### src/rtl/pong_match_if.sv
// Bundle between the Pong match controller and the game datapath.
// The datapath side drives the events, and the controller drives the match status.
interface pong_match_if;
    logic       frame_tick;
    logic       start;
    logic       hit;
    logic       miss_left;
    logic       miss_right;
    logic       ball_hold;
    logic       serve_dir;
    logic [3:0] score_one;
    logic [3:0] score_two;
    logic [2:0] state;
    logic       game_over;
    logic       winner;
    logic       beep_hit;
    logic       beep_score;

    modport master (
        output frame_tick, start, hit, miss_left, miss_right,
        input  ball_hold, serve_dir, score_one, score_two, state,
               game_over, winner, beep_hit, beep_score
    );

    modport slave (
        input  frame_tick, start, hit, miss_left, miss_right,
        output ball_hold, serve_dir, score_one, score_two, state,
               game_over, winner, beep_hit, beep_score
    );
endinterface

### src/rtl/pong_match_controller.sv
// Pong match sequencer: handles serve hold, scoring, pause/resume, and game-over detection.
// Every output is registered, and frame-rate decisions are qualified by frame_tick.
module pong_match_controller #(
    parameter int WIN_SCORE    = 7,
    parameter int SERVE_FRAMES = 60,
    parameter int POINT_FRAMES = 30
) (
    input  logic             clk50M,
    input  logic             reset,
    pong_match_if.slave      bus
);
    typedef enum logic [2:0] {
        IDLE      = 3'd0,
        SERVE     = 3'd1,
        PLAY      = 3'd2,
        PAUSED    = 3'd3,
        POINT     = 3'd4,
        GAME_OVER = 3'd5
    } state_t;

    localparam logic [7:0] SERVE_LAST = 8'(SERVE_FRAMES - 1);
    localparam logic [7:0] POINT_LAST = 8'(POINT_FRAMES - 1);
    localparam logic [3:0] WIN        = 4'(WIN_SCORE);

    state_t     state_q, state_d;
    logic [3:0] score_one_q, score_one_d, score_two_q, score_two_d;
    logic [7:0] frame_cnt_q, frame_cnt_d;
    logic       serve_dir_q, serve_dir_d;
    logic       winner_q, winner_d;
    logic       beep_hit_q, beep_hit_d, beep_score_q, beep_score_d;
    logic       ball_hold_q, game_over_q;
    logic       start_q;
    logic       start_edge;

    function automatic logic [3:0] sat_inc(input logic [3:0] s);
        return (s == 4'd15) ? 4'd15 : s + 4'd1;
    endfunction

    assign start_edge = bus.start & ~start_q;

    always_comb begin
        state_d      = state_q;
        score_one_d  = score_one_q;
        score_two_d  = score_two_q;
        frame_cnt_d  = frame_cnt_q;
        serve_dir_d  = serve_dir_q;
        winner_d     = winner_q;
        beep_hit_d   = 1'b0;
        beep_score_d = 1'b0;
        case (state_q)
            IDLE: begin
                if (start_edge) begin
                    state_d     = SERVE;
                    serve_dir_d = 1'b0;
                    score_one_d = 4'd0;
                    score_two_d = 4'd0;
                end
            end
            SERVE: begin
                if (bus.frame_tick) begin
                    if (frame_cnt_q == SERVE_LAST) state_d = PLAY;
                    else frame_cnt_d = frame_cnt_q + 8'd1;
                end
            end
            PLAY: begin
                // A pause press wins over a coincident frame, so that frame is never scored.
                if (start_edge) begin
                    state_d = PAUSED;
                end else if (bus.frame_tick) begin
                    if (bus.miss_left && !bus.miss_right) begin
                        score_two_d  = sat_inc(score_two_q);
                        serve_dir_d  = 1'b1;
                        beep_score_d = 1'b1;
                        state_d      = POINT;
                    end else if (bus.miss_right && !bus.miss_left) begin
                        score_one_d  = sat_inc(score_one_q);
                        serve_dir_d  = 1'b0;
                        beep_score_d = 1'b1;
                        state_d      = POINT;
                    end else if (bus.miss_left && bus.miss_right) begin
                        state_d = SERVE;
                    end else if (bus.hit) begin
                        beep_hit_d = 1'b1;
                    end
                end
            end
            PAUSED: begin
                if (start_edge) state_d = PLAY;
            end
            POINT: begin
                if (bus.frame_tick) begin
                    if (frame_cnt_q == POINT_LAST) begin
                        if (score_one_q == WIN) begin
                            state_d  = GAME_OVER;
                            winner_d = 1'b0;
                        end else if (score_two_q == WIN) begin
                            state_d  = GAME_OVER;
                            winner_d = 1'b1;
                        end else begin
                            state_d = SERVE;
                        end
                    end else begin
                        frame_cnt_d = frame_cnt_q + 8'd1;
                    end
                end
            end
            GAME_OVER: begin
                if (start_edge) begin
                    score_one_d = 4'd0;
                    score_two_d = 4'd0;
                    serve_dir_d = 1'b0;
                    state_d     = SERVE;
                end
            end
            default: state_d = IDLE;
        endcase
        // Entering any state, including a replay into SERVE from PLAY, restarts the frame count.
        if (state_d != state_q) frame_cnt_d = 8'd0;
    end

    always_ff @(posedge clk50M or posedge reset) begin
        if (reset) begin
            state_q      <= IDLE;
            score_one_q  <= 4'd0;
            score_two_q  <= 4'd0;
            frame_cnt_q  <= 8'd0;
            serve_dir_q  <= 1'b0;
            winner_q     <= 1'b0;
            beep_hit_q   <= 1'b0;
            beep_score_q <= 1'b0;
            ball_hold_q  <= 1'b1;
            game_over_q  <= 1'b0;
            start_q      <= 1'b1;
        end else begin
            state_q      <= state_d;
            score_one_q  <= score_one_d;
            score_two_q  <= score_two_d;
            frame_cnt_q  <= frame_cnt_d;
            serve_dir_q  <= serve_dir_d;
            winner_q     <= winner_d;
            beep_hit_q   <= beep_hit_d;
            beep_score_q <= beep_score_d;
            ball_hold_q  <= (state_d != PLAY);
            game_over_q  <= (state_d == GAME_OVER);
            start_q      <= bus.start;
        end
    end

    assign bus.state      = state_q;
    assign bus.score_one  = score_one_q;
    assign bus.score_two  = score_two_q;
    assign bus.serve_dir  = serve_dir_q;
    assign bus.winner     = winner_q;
    assign bus.ball_hold  = ball_hold_q;
    assign bus.game_over  = game_over_q;
    assign bus.beep_hit   = beep_hit_q;
    assign bus.beep_score = beep_score_q;
endmodule

### src/flat_wrapper.sv
// flat-port wrapper written by rule: the top's interface ports become plain ports
module pong_match_controller_flat 
#(
    parameter int WIN_SCORE    = 7,
    parameter int SERVE_FRAMES = 60,
    parameter int POINT_FRAMES = 30
)
  (clk50M, reset, bus_frame_tick, bus_start, bus_hit, bus_miss_left, bus_miss_right, bus_ball_hold, bus_serve_dir, bus_score_one, bus_score_two, bus_state, bus_game_over, bus_winner, bus_beep_hit, bus_beep_score);
  pong_match_if bus_i ();
  input  logic clk50M;
  input  logic reset;
  input wire logic [$bits(bus_i.frame_tick)-1:0] bus_frame_tick;
  input wire logic [$bits(bus_i.start)-1:0] bus_start;
  input wire logic [$bits(bus_i.hit)-1:0] bus_hit;
  input wire logic [$bits(bus_i.miss_left)-1:0] bus_miss_left;
  input wire logic [$bits(bus_i.miss_right)-1:0] bus_miss_right;
  output wire logic [$bits(bus_i.ball_hold)-1:0] bus_ball_hold;
  output wire logic [$bits(bus_i.serve_dir)-1:0] bus_serve_dir;
  output wire logic [$bits(bus_i.score_one)-1:0] bus_score_one;
  output wire logic [$bits(bus_i.score_two)-1:0] bus_score_two;
  output wire logic [$bits(bus_i.state)-1:0] bus_state;
  output wire logic [$bits(bus_i.game_over)-1:0] bus_game_over;
  output wire logic [$bits(bus_i.winner)-1:0] bus_winner;
  output wire logic [$bits(bus_i.beep_hit)-1:0] bus_beep_hit;
  output wire logic [$bits(bus_i.beep_score)-1:0] bus_beep_score;
  assign bus_i.frame_tick = bus_frame_tick;
  assign bus_i.start = bus_start;
  assign bus_i.hit = bus_hit;
  assign bus_i.miss_left = bus_miss_left;
  assign bus_i.miss_right = bus_miss_right;
  assign bus_ball_hold = bus_i.ball_hold;
  assign bus_serve_dir = bus_i.serve_dir;
  assign bus_score_one = bus_i.score_one;
  assign bus_score_two = bus_i.score_two;
  assign bus_state = bus_i.state;
  assign bus_game_over = bus_i.game_over;
  assign bus_winner = bus_i.winner;
  assign bus_beep_hit = bus_i.beep_hit;
  assign bus_beep_score = bus_i.beep_score;
  pong_match_controller #(.WIN_SCORE(WIN_SCORE), .SERVE_FRAMES(SERVE_FRAMES), .POINT_FRAMES(POINT_FRAMES)) u_core (.clk50M(clk50M), .reset(reset), .bus(bus_i));
endmodule
### config.mk
export PLATFORM = sky130hd
export DESIGN_NAME = pong_match_controller_flat
export DESIGN_NICKNAME = d
export VERILOG_FILES = /design/src/rtl/pong_match_if.sv /design/src/rtl/pong_match_controller.sv /design/src/flat_wrapper.sv
export SDC_FILE = /design/constraint.sdc
export NUM_CORES = 1
export LEC_CHECK = 0
export BUFFER_PORTS_ARGS = -buffer_cell sky130_fd_sc_hd__buf_2
export CAP_MARGIN = 40
export CORE_ASPECT_RATIO = 0.5
export CORE_MARGIN = 4
export CORE_UTILIZATION = 28
export CTS_CLUSTER_DIAMETER = 150
export DETAILED_ROUTE_END_ITERATION = 16
export GPL_TIMING_DRIVEN = 0
export HOLD_SLACK_MARGIN = 0.15
export PLACE_DENSITY_LB_ADDON = 0.1
export SYNTH_ARGS = -nofsm -noshare
export SYNTH_HDL_FRONTEND = slang
export SYNTH_SLANG_ARGS = --single-unit
### constraint.sdc
create_clock -name clk50M -period 4.03 [get_ports clk50M]
set_input_delay 1.0075 -clock clk50M [delete_from_list [all_inputs] [get_ports clk50M]]
set_output_delay 1.0075 -clock clk50M [all_outputs]
set_load 0.01 [all_outputs]
==> metrics.csv, run 1 <==
metric;value;unit
status;finished, final reports clean;
Most used DFF post-synth;dfrtp_1;
CP Launch Type;input pin;
Clock Tree Root;clkbuf_16;
Ys Warns;0;
iteration-0 DRC count of the detailed router;87;
via count;1568;
critical path cell sequence;buf_2, inv_1, ha_1, nand2b_1, nor4_1, or2_2, mux2_2;
Post-Synth XOR/XNOR Area;0;%
placed cell area;0.002046;sq mm
Synth cell types;52;
IO Port Bufs;23;
Hold-fix buffers, CTS;0;
Placer Congestion;0.8127;
hpwl dp;3476;microns
DRT Wirelength;4554;microns
post-synthesis instance total;191;
clk_lat worst skew;0.27;ns
kind of critical path;input pin to register;
Final min period;2.440;ns
fmax;0.4098;GHz
Seq/Total Area, Yosys;36.43;%
Crit path buffers/inverters;2;
synth top area cells;dfrtp_1 (33%), ha_1 (4.9%), o21ai_0 (3.6%);
Overflow after GRT;0;
vias in the first global route;1528;
Post-Synth Simple-Gate Area;32.10;%
die outline area;0.007825;sq mm
fill count;646;
Worst VDD drop;0.0002129;V
final non-filler cell area;0.002151;sq mm
first-pass GRT wire length;7817;microns
largest net degree at the start of global routing;16;
Async S/R FF share, synth;100.0;%
worst-path fanout max;6;
Synthesized Nets;205;
share of cells above drive strength 1;23.74;%
post-synthesis compound-gate area fraction;19.33;%
max_slew headroom;60.62;%
CP top delay family;simple AND/OR/NAND/NOR gates;
initial core utilization;29.24;%
Synth Area in Adders;4.885;%
largest family of logic cells by synthesized area;simple AND/OR/NAND/NOR gates;
setup violators final;0;
# rows;20;
post_cts resized;0;
area delta synth->final;19.96;%
Synth Register Bits;26;
EDFF count, synth;0;
Worst-path clk slew;0.08;ns
CTS tree;built;
WP data arrival;2.60;ns
post-synthesis mux area share;1.884;%
Max Cap Viol;0;
antenna-violating nets left;0;
n_diodes;0;
Synth top area share;33.50;%
First-pass DRT Iterations;4;
CP Capture Type;register;
WHS;0.4848;ns
Die Height;64.59;microns
Hold WC Path Type;register to register;
Final Hold Violating Endpoints;0;
RSZ-0062 raised after global routing;false;
drt wl/cell;14.83;microns
TritonCTS Buffers;3;
Power Density;632.2;mW/mm^2
DRC viols;0;
Max Buffers Root-to-Sink;2;
Crit path largest cell delay;0.39;ns
Worst Tran Pin Value;0.5858;ns
Total Routing Usage GR;12.45;%
CTS Sinks;26;
Final Slew Violations;0;
Synth Area per Inst;9.387;sq um
Via density;5.107;
Post-CTS Setup Inserts;0;
core area;0.006131;sq mm
slowest stage cell, crit path;nor4_1;
fin nets;234;
synthesized area;0.001793;sq mm
worst path required time;4.19;ns
P_leak;0.9862;nW
antenna violations before repair;0;
Die Wd;121.2;microns
setup TNS;0;ns
clock skew;0.007633;ns
area leader, netlist;dfrtp_1;
io pins;24;
period utilisation layout;60.55;%
Pwr Total;1.360;mW
H-tree Lvls;1;
-- layout by cell type (no fill, tap or decap), types with 4 or more instances in the layout --
| master | instances |
|---|---|
| a21oi_1 | 8 |
| a22oi_1 | 5 |
| buf_2 | 25 |
| dfrtp_1 | 24 |
| ha_1 | 7 |
| inv_1 | 12 |
| nand2_1 | 17 |
| nand2b_1 | 4 |
| nand3_1 | 6 |
| nor2_1 | 5 |
| nor2b_1 | 5 |
| nor3_1 | 5 |
| nor3b_1 | 4 |
| o211ai_1 | 6 |
| o21ai_0 | 13 |
| or3_1 | 4 |
-- worst reg2reg max path, cell delays in order (launching register included) --
cell      delay, ns
dfrtp_1        0.43
clkbuf_1       0.24
nor4_2         0.61
or2_2          0.27
mux2_2         0.34
-- cell usage after synthesis, drive strengths merged (3+ instances only) --
cell type and number:
a211oi 3, a21oi 9, a221oi 3, a22oi 5, and2 3, and4b 3
and4bb 3, buf 6, dfrtp 24, ha 7, inv 12, mux2 3
nand2 17, nand2b 4, nand3 6, nand3b 3, nand4 3, nor2 5
nor2b 5, nor3 5, nor3b 4, nor4 4, nor4b 4, o211ai 6
o21ai 13, o31ai 3, or3 4
-- sequential cells by signal (all words and copies together) (netlist names) --
name                   cells
u_core.frame_cnt_q         8
u_core.bus.state           3
u_core.bus.score_one       4
u_core.start_q             1
u_core.bus.beep_score      1
u_core.bus.serve_dir       1
u_core.bus.ball_hold       1
u_core.bus.beep_hit        1
u_core.bus.score_two       4
u_core.bus.game_over       1
u_core.bus.winner          1
-- per-stage QoR --
step                      setup WS, ns  instances  utilization, %
final                            1.590        307           35.08
after global routing             1.504        307           35.08
after CTS                        1.582        307           35.08
after detailed placement         1.300        303           33.37
after global placement           1.326        302           32.92
after floorplan                  1.732        191               -
-- kinds of logic after synthesis --
| kind of cell | count (synthesis) |
|---|---|
| and+or+nand+nor | 86 |
| AOI/OAI and AO/OA | 50 |
| DFF | 26 |
| buffers and inverters | 19 |
| adders and majority gates | 7 |
| muxes | 3 |
-- routing by layer --
metal | vias up | track usage, % | part of all wire (%) | wire, microns
li1 | 777 | - | - | -
met1 | 762 | 17.16 | 51 | 2338
met2 | 25 | 20.18 | 45 | 2053
met3 | 4 | 2.790 | 2.8 | 128
met4 | 0 | 2.514 | 0.72 | 33
met5 | - | 0 | 0 | 0
-- power by group --
group	internal (mW)	switching, mW	total [mW]	leakage [nW]
clock	0.198	0.102	0.300	0.0511
sequential	0.348	0.110	0.458	0.324
combinational	0.272	0.330	0.602	0.611
-- worst paths after layout --
kind / startpoint / end / slack (ns) / cells after the start
hold reg to reg: u_core.bus.serve_dir / u_core.bus.serve_dir / 0.48 / 1
min in group asynchronous: reset / u_core.bus.game_over / 0.77 / 2
setup reg to reg: u_core.bus.state[1] / u_core.bus.score_one[1] / 2.04 / 4
setup / recovery: bus_miss_right / u_core.bus.score_one[1] / 1.59 / 7
max in group asynchronous: reset / u_core.start_q / 2.71 / 3
hold / removal: u_core.bus.serve_dir / u_core.bus.serve_dir / 0.48 / 1
-- layout make-up --
cell class	count	area, sq um	area share (%)
well taps	88	110.1	5.119
clock inverters	1	30.03	1.396
repair buffers	24	142.6	6.632
multi-input cells	146	1044	48.52
inverters	12	45.04	2.094
clock buffers	3	75.07	3.490
plain buffers	7	51.30	2.385
flip-flops and latches	26	653.1	30.37
(Power assumes the default switching activity.)
==> inputs of run 2 (changes only) <==
clock period = 2 ns   (was 4.03 ns; I/O delays follow)
==> run 2 against run 1 <==
Combinational power up 110%. Wire length up 2.5%. Cell area up 2.0%. Non-clock buffer count unchanged. Sequential share of layout area down 0.61 points. Critical path type is now register to register. Global-route usage unchanged. Clock skew down 0.0011 ns. Count of clock-buffer cells in the layout unchanged. Highest routed layer unchanged. Worst setup slack worse by 1.5 ns. Worst hold slack worse by 0.22 ns. Critical path depth down 3. Core utilization up 0.71 points.
==> metrics.csv, run 2 (synthesis results as in run 1) <==
metric;value;unit;change
P_leak;0.9907;nW;+0.45%
combinational share of power;45.2;%;+0.9 points
Final min period;1.875;ns;
Post-CTS Setup Inserts;0;;unchanged
Total Routing Usage GR;12.45;%;unchanged
H-tree Lvls;1;;unchanged
Final Hold Violating Endpoints;0;;unchanged
Worst VDD drop;0.0004292;V;+100%
setup TNS;0;ns;unchanged
fmax;0.5332;GHz;
most common library cell in the layout ignoring fill and taps;buf_2;;
routed wl met2;2128;microns;+3.7%
final core utilization;35.80;%;+0.71 points
Reg with most FFs;u_core.frame_cnt_q;;
Die Wd;121.2;microns;unchanged
worst flop-to-flop path startpoint;u_core.bus.state[1];;
IO Port Bufs;23;;unchanged
Die Height;64.59;microns;unchanged
antenna violations before repair;0;;unchanged
largest net degree at the start of global routing;16;;unchanged
Max Cap Viol;0;;unchanged
io pins;24;;unchanged
Pwr Total;2.782;mW;+100%
Final Slew Violations;0;;unchanged
Worst Tran Pin Value;0.5491;ns;-0.03673 ns
hpwl dp;3476;microns;unchanged
WHS;0.2640;ns;-0.2209 ns
highest-count cells in the layout ignoring fill and taps;buf_2 (25), dfrtp_1 (24), nand2_1 (17);;
Overflow after GRT;0;;unchanged
max reg flops;8;;unchanged
max_slew headroom;63.35;%;+2.7 points
clock skew;0.006546;ns;-0.001087 ns
Post-Place Cells;303;;unchanged
CP Launch Type;register;;
top routing layer used;met4;;
placed cell area;0.002046;sq mm;unchanged
status;finished, final reports clean;;
setup violators final;0;;unchanged
WP data arrival;2.03;ns;-0.57 ns
core area;0.006131;sq mm;unchanged
die outline area;0.007825;sq mm;unchanged
vias in the first global route;1530;;+0.13%
Metal-1 WL;2393;microns;+2.4%
final non-filler cell area;0.002195;sq mm;+2.0%
DRC viols;0;;unchanged
crit path to;u_core.frame_cnt_q[1];;
Place WS;-0.2221;ns;-1.523 ns
post-route setup slack;0.1247;ns;-1.465 ns
first-pass GRT wire length;7824;microns;about the same
antenna-violating nets left;0;;unchanged
fill count;644;;-0.31%
n_diodes;0;;unchanged
Pint;1.657;mW;+100%
sw frac;40.43;%;+0.58 points
CTS Sinks;26;;unchanged
Non-Filler Instances;307;;unchanged
DRT Wirelength;4670;microns;+2.5%
drt wl/cell;15.21;microns;+2.5%
via count;1582;;+0.89%
area delta synth->final;22.40;%;
R2R cell count;4;;unchanged
clk_lat worst skew;0.27;ns;about the same
kind of critical path;register to register;;
register area;653.1;sq um;unchanged
period utilisation layout;93.77;%;
Max Buffers Root-to-Sink;2;;unchanged
Hold WC Path Type;input pin to asynchronous set/reset pin;;
CTS tree;built;;
Power Density;1268;mW/mm^2;+100%
initial core utilization;29.24;%;unchanged
worst-path fanout max;10;;+4
switching power total;1.125;mW;+110%
TritonCTS Buffers;3;;unchanged
worst path required time;2.16;ns;-2.03 ns
Placer Congestion;0.8127;;unchanged
# rows;20;;unchanged
multi-input logic area;0.001087;sq mm;+4.2%
Via density;5.153;;+0.89%
share of cells above drive strength 1;25.11;%;+1.4 points
First-pass DRT Iterations;5;;+1
R2R setup slack;0.12;ns;-1.92 ns
Setup crit start;u_core.bus.state[1];;
Flop pwr share;33.2;%;-0.5 points
DR WL met3;118;microns;-7.8%
fin nets;234;;unchanged
Worst-path clk slew;0.07;ns;about the same
Clock Tree Root;clkbuf_16;;
iteration-0 DRC count of the detailed router;89;;+2.3%
CP Capture Type;register;;
capturing point of the worst reg2reg path;u_core.frame_cnt_q[1];;
Clock power frac;21.6;%;-0.5 points
-- run 2: worst min-delay path by stage --
stage,from,endpoint,slack (ns)
CTS,reset,u_core.bus.game_over,0.29
global placement,u_core.bus.serve_dir,u_core.bus.serve_dir,0.46
detailed placement,u_core.bus.serve_dir,u_core.bus.serve_dir,0.47
finish,reset,u_core.bus.game_over,0.26
floorplan,bus_start,u_core.start_q,0.50
global route,reset,u_core.bus.game_over,0.31
-- run 2: worst max-delay path: stages (launching register included) --
cell and delay (ns):
dfrtp_1 0.43, clkbuf_1 0.26, o21ai_0 0.42, o2111ai_4 0.30, nor4b_1 0.36
-- run 2: timing repair --
action | 4_1_cts | 5_1_grt
endpoints found under the setup margin | 3 | 7
gates resized for setup | 1 | 5
pin swaps | 0 | 0
hold buffers | 0 | 0
-- run 2: layer usage --
metal  track usage, %  vias up
li1                 -      774
met1            17.16      786
met2            20.18       20
met3            2.790        2
met4            2.514        0
met5                0        -
-- run 2: final cells by class --
class	count	share of cell area [%]
Tap cell	88	5.017
Clock inverter	1	1.368
Sequential cell	26	29.76
Clock buffer	3	3.421
Inverter	12	2.052
Buffer	7	2.338
Timing Repair Buffer	24	6.499
Multi-Input combinational cell	146	49.54
-- run 2: power by group through the flow --
stage | combinational, mW | clock (mW) | sequential (mW)
floorplan | 0.854 | 0 | 0.923
global placement | 1.22 | 0 | 0.926
detailed placement | 1.23 | 0 | 0.934
CTS | 1.24 | 0.624 | 0.924
global route | 1.42 | 0.646 | 0.962
finish | 1.26 | 0.601 | 0.923
==> inputs of run 3 (changes only) <==
CORE_UTILIZATION = 47   (was 28)
==> run 3 against run 2 <==
Clock power shrank 50%. Highest routed layer unchanged. Sequential power shrank 0.9%. Critical path type unchanged. Die area shrank 37%. Global-route usage grew 5.8 points.
==> metrics.csv, run 3 (synthesis results as in run 1) <==
metric;value;unit;change
initial core utilization;50.55;%;+21 points
vias in the first global route;1494;;-2.4%
H-tree Lvls;1;;unchanged
antenna violations before repair;0;;unchanged
io pins;24;;unchanged
Max Cap Viol;0;;unchanged
Worst VDD drop;0.0005328;V;+24%
CP Launch Type;register;;
Max Buffers Root-to-Sink;2;;unchanged
CTS tree;built;;
Reg with most FFs;u_core.frame_cnt_q;;
status;finished, final reports clean;;
Total Routing Usage GR;18.24;%;+5.8 points
placed cell area;0.001999;sq mm;-2.3%
final non-filler cell area;0.002092;sq mm;-4.7%
TritonCTS Buffers;3;;unchanged
area delta synth->final;16.68;%;
sw frac;43.27;%;+2.8 points
Final Hold Violating Endpoints;0;;unchanged
Hold-fix buffers, CTS;0;;unchanged
via count;1566;;-1.0%
Worst Tran Pin Value;0.5186;ns;-0.03052 ns
n_diodes;0;;unchanged
WHS;0.1583;ns;-0.1056 ns
period utilisation layout;92.55;%;-1.2 points
fin nets;234;;unchanged
worst-path fanout max;10;;unchanged
largest net degree at the start of global routing;22;;+6
P_leak;0.9653;nW;-2.6%
Die Wd;95.35;microns;-21%
iteration-0 DRC count of the detailed router;85;;-4.5%
clk_lat worst skew;0.27;ns;about the same
max_slew headroom;65.43;%;+2.1 points
share of cells above drive strength 1;25.23;%;+0.12 points
first-pass GRT wire length;7100;microns;-9.3%
Power Density;1183;mW/mm^2;-6.7%
setup violators final;0;;unchanged
DRT Wirelength;4030;microns;-14%
worst path required time;2.16;ns;about the same
die outline area;0.004927;sq mm;-37%
Via density;5.822;;+13%
switching power total;1.071;mW;-4.8%
First-pass DRT Iterations;4;;-1
post_cts resized;0;;-1
Pint;1.404;mW;-15%
Placer Congestion;0.8466;;+4.2%
antenna-violating nets left;0;;unchanged
most common library cell in the layout ignoring fill and taps;buf_2;;
max reg flops;8;;unchanged
Clock Tree Root;clkbuf_8;;
clock skew;0.004352;ns;-0.002194 ns
Flop pwr share;37.0;%;+3.8 points
kind of critical path;register to register;;
DRC viols;0;;unchanged
# rows;15;;-25%
drt wl/cell;14.98;microns;-1.5%
Final min period;1.851;ns;-0.02423 ns
Final Slew Violations;0;;unchanged
CP Capture Type;register;;
Hold WC Path Type;input pin to asynchronous set/reset pin;;
WP data arrival;2.01;ns;-0.02 ns
Clock power frac;12.0;%;-9.6 points
RSZ-0062 raised after global routing;true;;
IO Port Bufs;23;;unchanged
highest-count cells in the layout ignoring fill and taps;buf_2 (25), dfrtp_1 (24), nand2_1 (17);;
combinational share of power;51.0;%;+5.8 points
fmax;0.5402;GHz;+1.3%
CTS Sinks;26;;unchanged
Die Height;51.68;microns;-20%
Worst-path clk slew;0.09;ns;+0.02 ns
fill count;326;;-49%
hpwl dp;3013;microns;-13%
core area;0.003547;sq mm;-42%
Overflow after GRT;0;;unchanged
Post-CTS Setup Inserts;0;;unchanged
run 3: worst paths after layout:
path,from,end,slack [ns],cells past startpoint
worst max register to register,u_core.bus.state[1],u_core.bus.score_two[1],0.15,4
worst max-delay path,u_core.bus.state[1],u_core.bus.score_two[1],0.15,4
worst min-delay path,reset,u_core.frame_cnt_q[5],0.16,2
min in group clk50M,bus_start,u_core.start_q,0.35,1
worst min register to register,u_core.bus.serve_dir,u_core.bus.serve_dir,0.48,1
max in group asynchronous,reset,u_core.start_q,1.35,3
run 3: layer usage:
metal / GRT usage [%] / routed length [microns]
met3: 3.902 / 168
met2: 30.24 / 1819
met1: 25.56 / 2034
met4: 1.435 / 7
met5: 0 / 0
run 3: power groups by stage:
| stage | combinational [mW] | sequential [mW] | clock (mW) |
|---|---|---|---|
| floorplan | 0.854 | 0.923 | 0 |
| global placement | 1.18 | 0.915 | 0 |
| detailed placement | 1.20 | 0.920 | 0 |
| CTS | 1.21 | 0.912 | 0.320 |
| global route | 1.42 | 0.951 | 0.340 |
| finish | 1.26 | 0.915 | 0.298 |
run 3: area by class of cell:
| class | count | area (sq um) | area share (%) |
|---|---|---|---|
| multi-input combinational | 146 | 1095 | 52.33 |
| buffer | 7 | 51.30 | 2.452 |
| sequential | 26 | 653.1 | 31.22 |
| tap | 51 | 63.81 | 3.050 |
| timing repair buffer | 24 | 142.6 | 6.818 |
| inverter | 12 | 45.04 | 2.153 |
| clock buffer | 3 | 41.29 | 1.974 |
run 3: critical path, stage by stage, from the launching register on:
cell and delay (ns):
dfrtp_1 0.44, clkbuf_1 0.25, nor4_4 0.47, or2_2 0.24, mux2_2 0.33
run 3: per-stage QoR:
step | setup WS, ns | utilization [%] | TNS (ns) | power, mW | cells
after floorplan | 0.2099 | - | 0 | 1.778 | 191
after global placement | -0.1173 | 55.59 | -0.6124 | 2.098 | 265
after detailed placement | -0.1198 | 56.37 | -0.5658 | 2.124 | 266
after CTS | 0.03029 | 57.53 | 0 | 2.441 | 269
after global routing | -0.006572 | 58.98 | -0.006572 | 2.711 | 269
final | 0.1489 | 58.98 | 0 | 2.475 | 269
